File: src/rtl/clock_timekeeper_pkg.sv
// Shared widths, limits and BCD helpers for the time-of-day core.
package clock_timekeeper_pkg;

    localparam int HRS_W = 6;
    localparam int MIN_W = 7;
    localparam int SEC_W = 7;

    localparam logic [7:0] HRS_MAX = 8'h23;
    localparam logic [7:0] MIN_MAX = 8'h59;
    localparam logic [7:0] SEC_MAX = 8'h59;

    // Two-digit BCD increment; returns {carry, next} and wraps to 00 after limit.
    function automatic logic [8:0] bcd_inc(input logic [7:0] val, input logic [7:0] limit);
        logic [8:0] res;
        if (val == limit) begin
            res = 9'h100;
        end else if (val[3:0] == 4'd9) begin
            res = {1'b0, val[7:4] + 4'd1, 4'd0};
        end else begin
            res = {1'b0, val[7:4], val[3:0] + 4'd1};
        end
        return res;
    endfunction

    function automatic logic [HRS_W-1:0] to_12h(input logic [HRS_W-1:0] hrs);
        logic [HRS_W-1:0] res;
        case (hrs)
            6'h00:   res = 6'h12;
            6'h13:   res = 6'h01;
            6'h14:   res = 6'h02;
            6'h15:   res = 6'h03;
            6'h16:   res = 6'h04;
            6'h17:   res = 6'h05;
            6'h18:   res = 6'h06;
            6'h19:   res = 6'h07;
            6'h20:   res = 6'h08;
            6'h21:   res = 6'h09;
            6'h22:   res = 6'h10;
            6'h23:   res = 6'h11;
            default: res = hrs;
        endcase
        return res;
    endfunction

endpackage

File: src/rtl/clock_timekeeper_adj_button.sv
// Adjust button front end: 2-flop sync, debounce, first-press event and hold-to-repeat.
module adj_button #(
    parameter int DEBOUNCE_CYC      = 4,
    parameter int REPEAT_DELAY_CYC  = 20,
    parameter int REPEAT_PERIOD_CYC = 5
) (
    input  logic clk,
    input  logic reset,
    input  logic btn,
    output logic pulse
);

    localparam int DB_W   = (DEBOUNCE_CYC > 1) ? $clog2(DEBOUNCE_CYC) : 1;
    localparam int RP_MAX = (REPEAT_DELAY_CYC > REPEAT_PERIOD_CYC) ? REPEAT_DELAY_CYC : REPEAT_PERIOD_CYC;
    localparam int RP_W   = (RP_MAX > 1) ? $clog2(RP_MAX) : 1;

    localparam logic [DB_W-1:0] DB_LAST    = DB_W'(DEBOUNCE_CYC - 1);
    localparam logic [RP_W-1:0] DELAY_LAST = RP_W'(REPEAT_DELAY_CYC - 1);
    localparam logic [RP_W-1:0] PER_LAST   = RP_W'(REPEAT_PERIOD_CYC - 1);

    logic            sync1_r;
    logic            sync2_r;
    logic            level_r;
    logic            event_r;
    logic            rp_armed_r;
    logic [DB_W-1:0] db_cnt_r;
    logic [RP_W-1:0] rp_cnt_r;
    logic [RP_W-1:0] rp_last_s;

    assign rp_last_s = rp_armed_r ? PER_LAST : DELAY_LAST;
    assign pulse     = event_r;

    // Metastability synchroniser for the raw pin
    always_ff @(posedge clk) begin
        if (reset) begin
            sync1_r <= 1'b0;
            sync2_r <= 1'b0;
        end else begin
            sync1_r <= btn;
            sync2_r <= sync1_r;
        end
    end

    // Debounce, first event and repeat; repeat keys off the synced pin so release cuts it at once
    always_ff @(posedge clk) begin
        if (reset) begin
            level_r    <= 1'b0;
            event_r    <= 1'b0;
            db_cnt_r   <= {DB_W{1'b0}};
            rp_cnt_r   <= {RP_W{1'b0}};
            rp_armed_r <= 1'b0;
        end else begin
            event_r <= 1'b0;
            if (sync2_r != level_r) begin
                if (db_cnt_r == DB_LAST) begin
                    level_r  <= sync2_r;
                    db_cnt_r <= {DB_W{1'b0}};
                    event_r  <= sync2_r;
                end else begin
                    db_cnt_r <= db_cnt_r + DB_W'(1);
                end
            end else begin
                db_cnt_r <= {DB_W{1'b0}};
            end

            if (level_r && sync2_r) begin
                if (rp_cnt_r == rp_last_s) begin
                    event_r    <= 1'b1;
                    rp_cnt_r   <= {RP_W{1'b0}};
                    rp_armed_r <= 1'b1;
                end else begin
                    rp_cnt_r <= rp_cnt_r + RP_W'(1);
                end
            end else begin
                rp_cnt_r   <= {RP_W{1'b0}};
                rp_armed_r <= 1'b0;
            end
        end
    end

endmodule

File: src/rtl/clock_timekeeper.sv
// Time-of-day core: BCD hh:mm:ss with a run-gated prescaler, three adjust buttons
// and a registered 12h/24h hour display.
module clock_timekeeper
    import clock_timekeeper_pkg::*;
#(
    parameter int CLK_HZ            = 31_500_000,
    parameter int DEBOUNCE_CYC      = CLK_HZ / 100,
    parameter int REPEAT_DELAY_CYC  = CLK_HZ / 2,
    parameter int REPEAT_PERIOD_CYC = CLK_HZ / 8
) (
    input  logic             clk,
    input  logic             reset,
    input  logic             adj_hrs,
    input  logic             adj_min,
    input  logic             adj_sec,
    input  logic             run,
    input  logic             mode_12h,
    output logic [HRS_W-1:0] hrs_bcd,
    output logic [MIN_W-1:0] min_bcd,
    output logic [SEC_W-1:0] sec_bcd,
    output logic             pm,
    output logic             sec_tick
);

    localparam int                PRESC_W    = (CLK_HZ > 1) ? $clog2(CLK_HZ) : 1;
    localparam logic [PRESC_W-1:0] PRESC_LAST = PRESC_W'(CLK_HZ - 1);

    logic [PRESC_W-1:0] presc_r;
    logic [PRESC_W-1:0] presc_next_s;
    logic [HRS_W-1:0]   hrs_r;
    logic [MIN_W-1:0]   min_r;
    logic [SEC_W-1:0]   sec_r;
    logic [HRS_W-1:0]   hrs_next_s;
    logic [MIN_W-1:0]   min_next_s;
    logic [SEC_W-1:0]   sec_next_s;
    logic [HRS_W-1:0]   hrs_bcd_r;
    logic               pm_r;
    logic               sec_tick_r;
    logic [8:0]         sec_inc_s;
    logic [8:0]         min_inc_s;
    logic [8:0]         hrs_inc_s;
    logic               wrap_s;
    logic               tick_s;
    logic               min_carry_s;
    logic               hrs_carry_s;
    logic               hrs_ev_s;
    logic               min_ev_s;
    logic               sec_ev_s;
    logic               unused_bits_s;

    adj_button #(
        .DEBOUNCE_CYC     (DEBOUNCE_CYC),
        .REPEAT_DELAY_CYC (REPEAT_DELAY_CYC),
        .REPEAT_PERIOD_CYC(REPEAT_PERIOD_CYC)
    ) u_btn_hrs (.clk(clk), .reset(reset), .btn(adj_hrs), .pulse(hrs_ev_s));

    adj_button #(
        .DEBOUNCE_CYC     (DEBOUNCE_CYC),
        .REPEAT_DELAY_CYC (REPEAT_DELAY_CYC),
        .REPEAT_PERIOD_CYC(REPEAT_PERIOD_CYC)
    ) u_btn_min (.clk(clk), .reset(reset), .btn(adj_min), .pulse(min_ev_s));

    adj_button #(
        .DEBOUNCE_CYC     (DEBOUNCE_CYC),
        .REPEAT_DELAY_CYC (REPEAT_DELAY_CYC),
        .REPEAT_PERIOD_CYC(REPEAT_PERIOD_CYC)
    ) u_btn_sec (.clk(clk), .reset(reset), .btn(adj_sec), .pulse(sec_ev_s));

    // Next-state time; an adjusted field takes its own +1 and ignores any incoming carry
    always_comb begin
        sec_inc_s   = bcd_inc({1'b0, sec_r}, SEC_MAX);
        min_inc_s   = bcd_inc({1'b0, min_r}, MIN_MAX);
        hrs_inc_s   = bcd_inc({2'b00, hrs_r}, HRS_MAX);
        wrap_s      = run && (presc_r == PRESC_LAST);
        tick_s      = wrap_s && !sec_ev_s;
        min_carry_s = tick_s && sec_inc_s[8];
        hrs_carry_s = min_carry_s && min_inc_s[8];

        if (sec_ev_s || wrap_s) begin
            presc_next_s = {PRESC_W{1'b0}};
        end else if (run) begin
            presc_next_s = presc_r + PRESC_W'(1);
        end else begin
            presc_next_s = presc_r;
        end

        if (sec_ev_s) begin
            sec_next_s = 7'h00;
        end else if (tick_s) begin
            sec_next_s = sec_inc_s[6:0];
        end else begin
            sec_next_s = sec_r;
        end

        if (min_ev_s || min_carry_s) begin
            min_next_s = min_inc_s[6:0];
        end else begin
            min_next_s = min_r;
        end

        if (hrs_ev_s || hrs_carry_s) begin
            hrs_next_s = hrs_inc_s[5:0];
        end else begin
            hrs_next_s = hrs_r;
        end
    end

    assign unused_bits_s = ^{sec_inc_s[7], min_inc_s[7], hrs_inc_s[7:6]};

    // Time state plus display registers, all loaded from the same next-state values
    always_ff @(posedge clk) begin
        if (reset) begin
            presc_r    <= {PRESC_W{1'b0}};
            hrs_r      <= 6'h00;
            min_r      <= 7'h00;
            sec_r      <= 7'h00;
            hrs_bcd_r  <= 6'h00;
            pm_r       <= 1'b0;
            sec_tick_r <= 1'b0;
        end else begin
            presc_r    <= presc_next_s;
            hrs_r      <= hrs_next_s;
            min_r      <= min_next_s;
            sec_r      <= sec_next_s;
            hrs_bcd_r  <= mode_12h ? to_12h(hrs_next_s) : hrs_next_s;
            pm_r       <= (hrs_next_s >= 6'h12);
            sec_tick_r <= tick_s;
        end
    end

    assign hrs_bcd  = hrs_bcd_r;
    assign min_bcd  = min_r;
    assign sec_bcd  = sec_r;
    assign pm       = pm_r;
    assign sec_tick = sec_tick_r;

endmodule

File: config.mk
export PLATFORM = sky130hd
export DESIGN_NAME = clock_timekeeper
export DESIGN_NICKNAME = d
export VERILOG_FILES = /design/src/rtl/clock_timekeeper_pkg.sv /design/src/rtl/clock_timekeeper_adj_button.sv /design/src/rtl/clock_timekeeper.sv
export SDC_FILE = /design/constraint.sdc
export NUM_CORES = 1
export LEC_CHECK = 0
export CORE_MARGIN = 2
export CORE_UTILIZATION = 61
export DETAILED_ROUTE_END_ITERATION = 16
export PLACE_DENSITY = 0.79
export SETUP_SLACK_MARGIN = 0.3
export SLEW_MARGIN = 20
export SYNTH_ARGS = -nofsm -noshare
export SYNTH_HDL_FRONTEND = slang
export SYNTH_SLANG_ARGS = --single-unit
File: constraint.sdc
create_clock -name clk -period 3.2 [get_ports clk]
set_input_delay 0.64 -clock clk [delete_from_list [all_inputs] [get_ports clk]]
set_output_delay 0.64 -clock clk [all_outputs]
set_load 0.005 [all_outputs]
# Word-level counts from Yosys, hierarchy flattened

Cells that the tools add are included.

Word-level logic and storage cells: 131
Bits in writable memories: 0
Register bits after elaboration: 197
Output and inout bits: 22
Bits in latches: 0
ROM bits: 0
Memories: 0

$mul: 0
Bitwise operators: 6
Equal/unequal tests: 27
Magnitude comparators: 1
Div/mod/pow operators: 0
Shift-type cells: 0
Add/sub/neg operators: 13
Reductions and logical operators: 30
Muxes and demuxes: 24

Operator list:

| kind                                                              | count |
|---|---|
| adder 24 x 1 -> 24 bit, second input constant                     | 3 |
| equality test 24 bit                                              | 3 |
| 2-to-1 mux 24 bit                                                 | 3 |
| case mux 6 bit (12 select lines)                                  | 1 |
| adder 19 x 1 -> 19 bit, second input constant                     | 3 |
| equality test 19 bit, second input constant                       | 3 |
| equality test 6 x 5 -> 1 bit, second input constant               | 7 |
| equality test 6 bit, second input constant                        | 5 |
| adder 25 x 1 -> 25 bit, second input constant                     | 1 |
| equality test 25 bit, second input constant                       | 1 |
| 2-to-1 mux 6 bit                                                  | 4 |
| 2-to-1 mux 9 bit                                                  | 2 |
| OR reduction 3 bit                                                | 6 |
| 2-to-1 mux 8 bit                                                  | 2 |
| equality test 7 bit, second input constant                        | 2 |
| adder 4 x 1 -> 4 bit, second input constant                       | 3 |
| equality test 4 bit, second input constant                        | 3 |
| 2-to-1 mux 1 bit                                                  | 12 |
| AND reduction 2 bit                                               | 5 |
| OR reduction 2 bit                                                | 5 |
| adder 3 x 1 -> 4 bit, second input constant                       | 2 |
| logical AND 1 bit                                                 | 7 |
| greater-or-equal comparator 6 x 5 -> 1 bit, second input constant | 1 |
| zero test 6 bit                                                   | 1 |
| other kinds (6)                                                   | 16 |

# Depth between registers and ports, before layout

Word-level depth: 10
Depth in mapped cells: 10

# Modules after synthesis

Synthesis repeated with hierarchy kept, for this count alone.

Cells, all modules: 1069
Area, all modules: 9619.2 sq um

By module, submodules not included:

| module           | times used | area each (sq um) | cells an instance |
|---|---|---|---|
| adj_button       | 3          | 2308.5            | 259 |
| clock_timekeeper | 1          | 2693.8            | 292 |

# Least setup slack after synthesis

OpenSTA, ideal clock, no wires.

Path type: reg2reg
Start point: register presc_r[5]
End point: register hrs_bcd_r[1], in the netlist hrs_bcd[1]
Period minus slack after synthesis: 2803 ps
Stages on the path, launching flop included: 9
Path slack: 397 ps
Path buffers: 0
Data required time: 3081 ps
Data arrival time: 2684 ps
Setup time: 119 ps
Path through: dfxtp_1 > or4b_4 > or4_4 > nor3_4 > o21ai_2 > a31oi_4 > a2bb2oi_4 > a41oi_2 > o221a_1

Cells in the longest elaborated chain, start to end: 10
Elaborated cells between the ends (all ways): 21

Ends and longest elaborated chain:

| what                                              | line                       | text |
|---|---|---|
| from (decl)                                       | clock_timekeeper.sv:28     | `logic [PRESC_W-1:0] presc_r;` |
| from (signal assigned)                            | clock_timekeeper.sv:113    | `presc_r <= {PRESC_W{1'b0}};` |
| from (signal assigned)                            | clock_timekeeper.sv:121    | `presc_r <= presc_next_s;` |
| equality test 25 bit *                            | clock_timekeeper.sv:74     | `wrap_s = run && (presc_r == PRESC_LAST);` |
| logical AND 1 bit *                               | clock_timekeeper.sv:74     |  |
| logical AND 1 bit *                               | clock_timekeeper.sv:75     | `tick_s = wrap_s && !sec_ev_s;` |
| logical AND 1 bit *                               | clock_timekeeper.sv:76     | `min_carry_s = tick_s && sec_inc_s[8];` |
| logical AND 1 bit *                               | clock_timekeeper.sv:77     | `hrs_carry_s = min_carry_s && min_inc_s[8];` |
| logical OR 1 bit *                                | clock_timekeeper.sv:101    | `if (hrs_ev_s \|\| hrs_carry_s) begin` |
| 2-to-1 mux 6 bit *                                | clock_timekeeper.sv:101    |  |
| equality test 6 bit, or another cell as far along | clock_timekeeper_pkg.sv:27 | `case (hrs)` |
| case mux 6 bit (12 select lines)                  | clock_timekeeper_pkg.sv:27 |  |
| 2-to-1 mux 6 bit *                                | clock_timekeeper.sv:125    | `hrs_bcd_r <= mode_12h ? to_12h(hrs_next_s) : hrs_next_s;` |
| to (signal assigned)                              | clock_timekeeper.sv:125    |  |
| to (decl)                                         | clock_timekeeper.sv:36     | `logic [HRS_W-1:0] hrs_bcd_r;` |

Every way passes the cells marked *; elsewhere a longest branch is shown, timed or not.
A chain may end at the register's enable or synchronous reset.

# Worst setup path in the final report

Start point: register presc_r[12]
End point: register hrs_bcd_r[1], in the netlist hrs_bcd[1]

The elaborated chain is that of the path after synthesis.

==> run metrics <==
status=finished clean; post-synthesis async set-or-reset flop share=0%; Critical Path AT=3.24 ns; Die X=126 microns; Syn Std Cell Area=9110 sq um; routed wire length=18.3 mm; Startpoint Class=flip-flop; Leak=3.53 nW; fmax=344 MHz; # diodes=0; yosys warns=0; clock buffer depth=2; Hold Crit Class=flip-flop to flip-flop; DP HPWL=12.4 mm; unrepaired setup endpoints after global routing=yes; Reg clk slew, reported paths=0.07 ns; Worst slew margin=50.2%; most frequent CP cell=buf_4; Initial Util=62.4%; grt ovf=0; initial antenna violation count=0; Port Buffer Count=28; slowest CP cell=or4_4; vias in the first global route=6773; FP Rows=44; H-tree levels=4; Design Power=4.73 mW; CP Cell Sequence=or4b_4, or4_4, nor3_4, buf_4, clkbuf_16, o41ai_1, buf_4, a2bb2oi_4, a41oi_2, o221a_1; synth-to-layout area growth=13.8%; vias per inst=5.58; ANT nets after route=0; count of final max-slew check failures=0; Die ar.=15900 sq um; via count=7241; Avg Inst Size Synth=8.65 sq um; CTS tree=done; max cap viols=0; final net count=1128; buffers and inverters on the worst path=3; largest net degree at the start of global routing=25; Util after Layout=71.1%; number of synthesized flops with an enable pin=0; Initial DRC Count=397; PD cells=457 nW/um^2; worst-path fanout max=4; Synth Instances=1053; root buf cell=clkbuf_16; delay-heaviest family, CP=simple AND/OR/NAND/NOR gates; Final Hold Fails=0; DR DRC count=0; Final TNS setup=0 ns; Post-synth top flop=dfxtp_1; endpoints failing setup=0; Critical Path Max Stage Delay=0.57 ns; DP Area=9630 sq um; Layout fillers=1137; critical path type=flip-flop to flip-flop; synthesized flop and latch total=197; WP data required=3.53 ns; Die Ht=126 microns; Critical Path Sink Type=flip-flop; total track usage=23.3%; Netlist cell types=76; # IOs=29; first-pass GRT wire length=31.0 mm; clk sinks=197; core area=14600 sq um; clock buffer count from CTS=17; Worst-Skew Late Latency=0.44 ns; Slew @ Worst Pin=0.745 ns; hold_ws=0.439 ns; register area share after synthesis=43.3%; routability cong.=0.896; Max IR drop VDD=0.000439 V; Tmin final=2.90 ns; Pre-Repair DR Iteration Count=5; Wirelength per Cell=14.1 microns; Mapped Nets=1081; share of cells above drive strength 1=8.27%; crit share post-route=90.8%; # hold bufs at CTS=0; Fin Clk Skew=0.00733 ns; fin area=10400 sq um
-- path summary, 6_finish.rpt --
check,startpoint,endpoint,slack [ns],depth (start not counted)
max,presc_r[12],hrs_bcd[1],0.30,10
max reg2reg,presc_r[12],hrs_bcd[1],0.30,10
min,u_btn_min.sync1_r,u_btn_min.sync2_r,0.44,1
min reg2reg,u_btn_min.sync1_r,u_btn_min.sync2_r,0.44,1
-- flip-flops by register name, indices dropped and copies added (netlist names), 6 cells and up --
register	cells
u_btn_hrs.db_cnt_r	19
u_btn_sec.db_cnt_r	19
u_btn_min.rp_cnt_r	24
u_btn_min.db_cnt_r	19
u_btn_sec.rp_cnt_r	24
min_bcd	7
u_btn_hrs.rp_cnt_r	24
sec_bcd	7
hrs_r	6
hrs_bcd	6
presc_r	25
-- power by group --
group / internal, mW / total (mW) / switching [mW]
sequential: 2.46 / 2.47 / 0.00865
clock: 1.18 / 2.14 / 0.957
combinational: 0.0544 / 0.122 / 0.0675
total: 3.70 / 4.73 / 1.03
-- synth_stat cells, types with 3 or more instances --
library cell  instances  area share, %
or4b_2                3           0.33
nand4_1              31            2.1
o211a_1               3           0.33
and4_2                3           0.33
nor4bb_1              3           0.33
inv_1                27            1.1
o22ai_1               3           0.21
and3_1               25            1.7
nand4b_1              8           0.77
clkbuf_1             17           0.70
and4_1                8           0.77
nor3_1               23            1.3
dfxtp_1             197             43
nor4_1               11           0.76
nor3b_1               3           0.25
xor2_1               91            8.7
o21ai_0              15           0.82
or3_1                 9           0.62
xnor2_1              49            4.7
a21oi_1              27            1.5
nand3b_1             10           0.82
and2_1                8           0.55
nor2_1              213            8.8
nand3_1              62            3.4
nand2_1             105            4.3
ha_1                 21            2.9
nor4b_1               7           0.67
nor2b_1               9           0.62
-- cell families (layout without fill, tap and decap cells) --
family / Yosys count / in the layout / share of synthesized area (%)
xor gates and xnor gates: 140 / 140 / 13.5
buffers and inverters: 49 / 109 / 2.32
adders and majority gates: 21 / 21 / 2.88
muxes: 2 / 2 / 0.220
AOI/OAI and AO/OA: 82 / 82 / 6.98
and+or+nand+nor: 562 / 562 / 30.8
DFF: 197 / 197 / 43.3
-- repair_timing --
item                                   4_1_cts  5_1_grt
gates cloned                                 0        1
setup endpoints to repair                    1        5
buffers inserted                             1        5
endpoints found under the hold margin        0        0
pin swaps                                    5        8
gates resized for setup                      1       13
-- per-layer routing --
metal	global-route usage, %	up-vias	share of wire [%]
met1	29.1	3393	46
li1	-	3708	-
met5	0	-	0
met4	7.69	0	1.6
met2	40.2	114	49
met3	5.06	26	3.8
-- final cells by class --
| class | instances | area (sq um) | share of cell area (%) |
|---|---|---|---|
| clock buffers | 19 | 443 | 4.27 |
| clock inverters | 13 | 149 | 1.44 |
| inverters | 27 | 101 | 0.978 |
| repair buffers | 50 | 475 | 4.59 |
| flip-flops and latches | 197 | 3950 | 38.1 |
| well taps | 184 | 230 | 2.22 |
| multi-input cells | 807 | 5010 | 48.4 |
-- through the flow --
step / std cells / setup slack (ns)
floorplan: 1053 / 0.397
global placement: 1258 / 0.140
detailed placement: 1258 / 0.118
CTS: 1291 / 0.307
global route: 1297 / 0.226
finish: 1297 / 0.295
-- layout by cell type, fill, tap and decap left out, types with 3 or more instances in the layout --
cell type        count
nand3_1             61
nor2b_1              9
nor3_1              23
nor4_1              10
clkbuf_16           18
o21ai_1              3
and4_1               8
nand2_1            105
xor2_1              91
and3_1              25
nor4bb_1             3
inv_6                3
buf_4               20
nand3b_1            10
nand4b_1             8
o211a_1              3
nor2_1             213
clkdlybuf4s50_1     28
clkinv_2             4
a21oi_1             27
and2_1               8
o21ai_0             14
nand4_1             31
xnor2_1             49
o22ai_1              3
inv_1               27
and4_2               3
or4b_2               3
ha_1                21
or3_1                9
dfxtp_1            193
nor4b_1              7
nor3b_1              3
No activity file was read; power rests on OpenSTA's default activity.
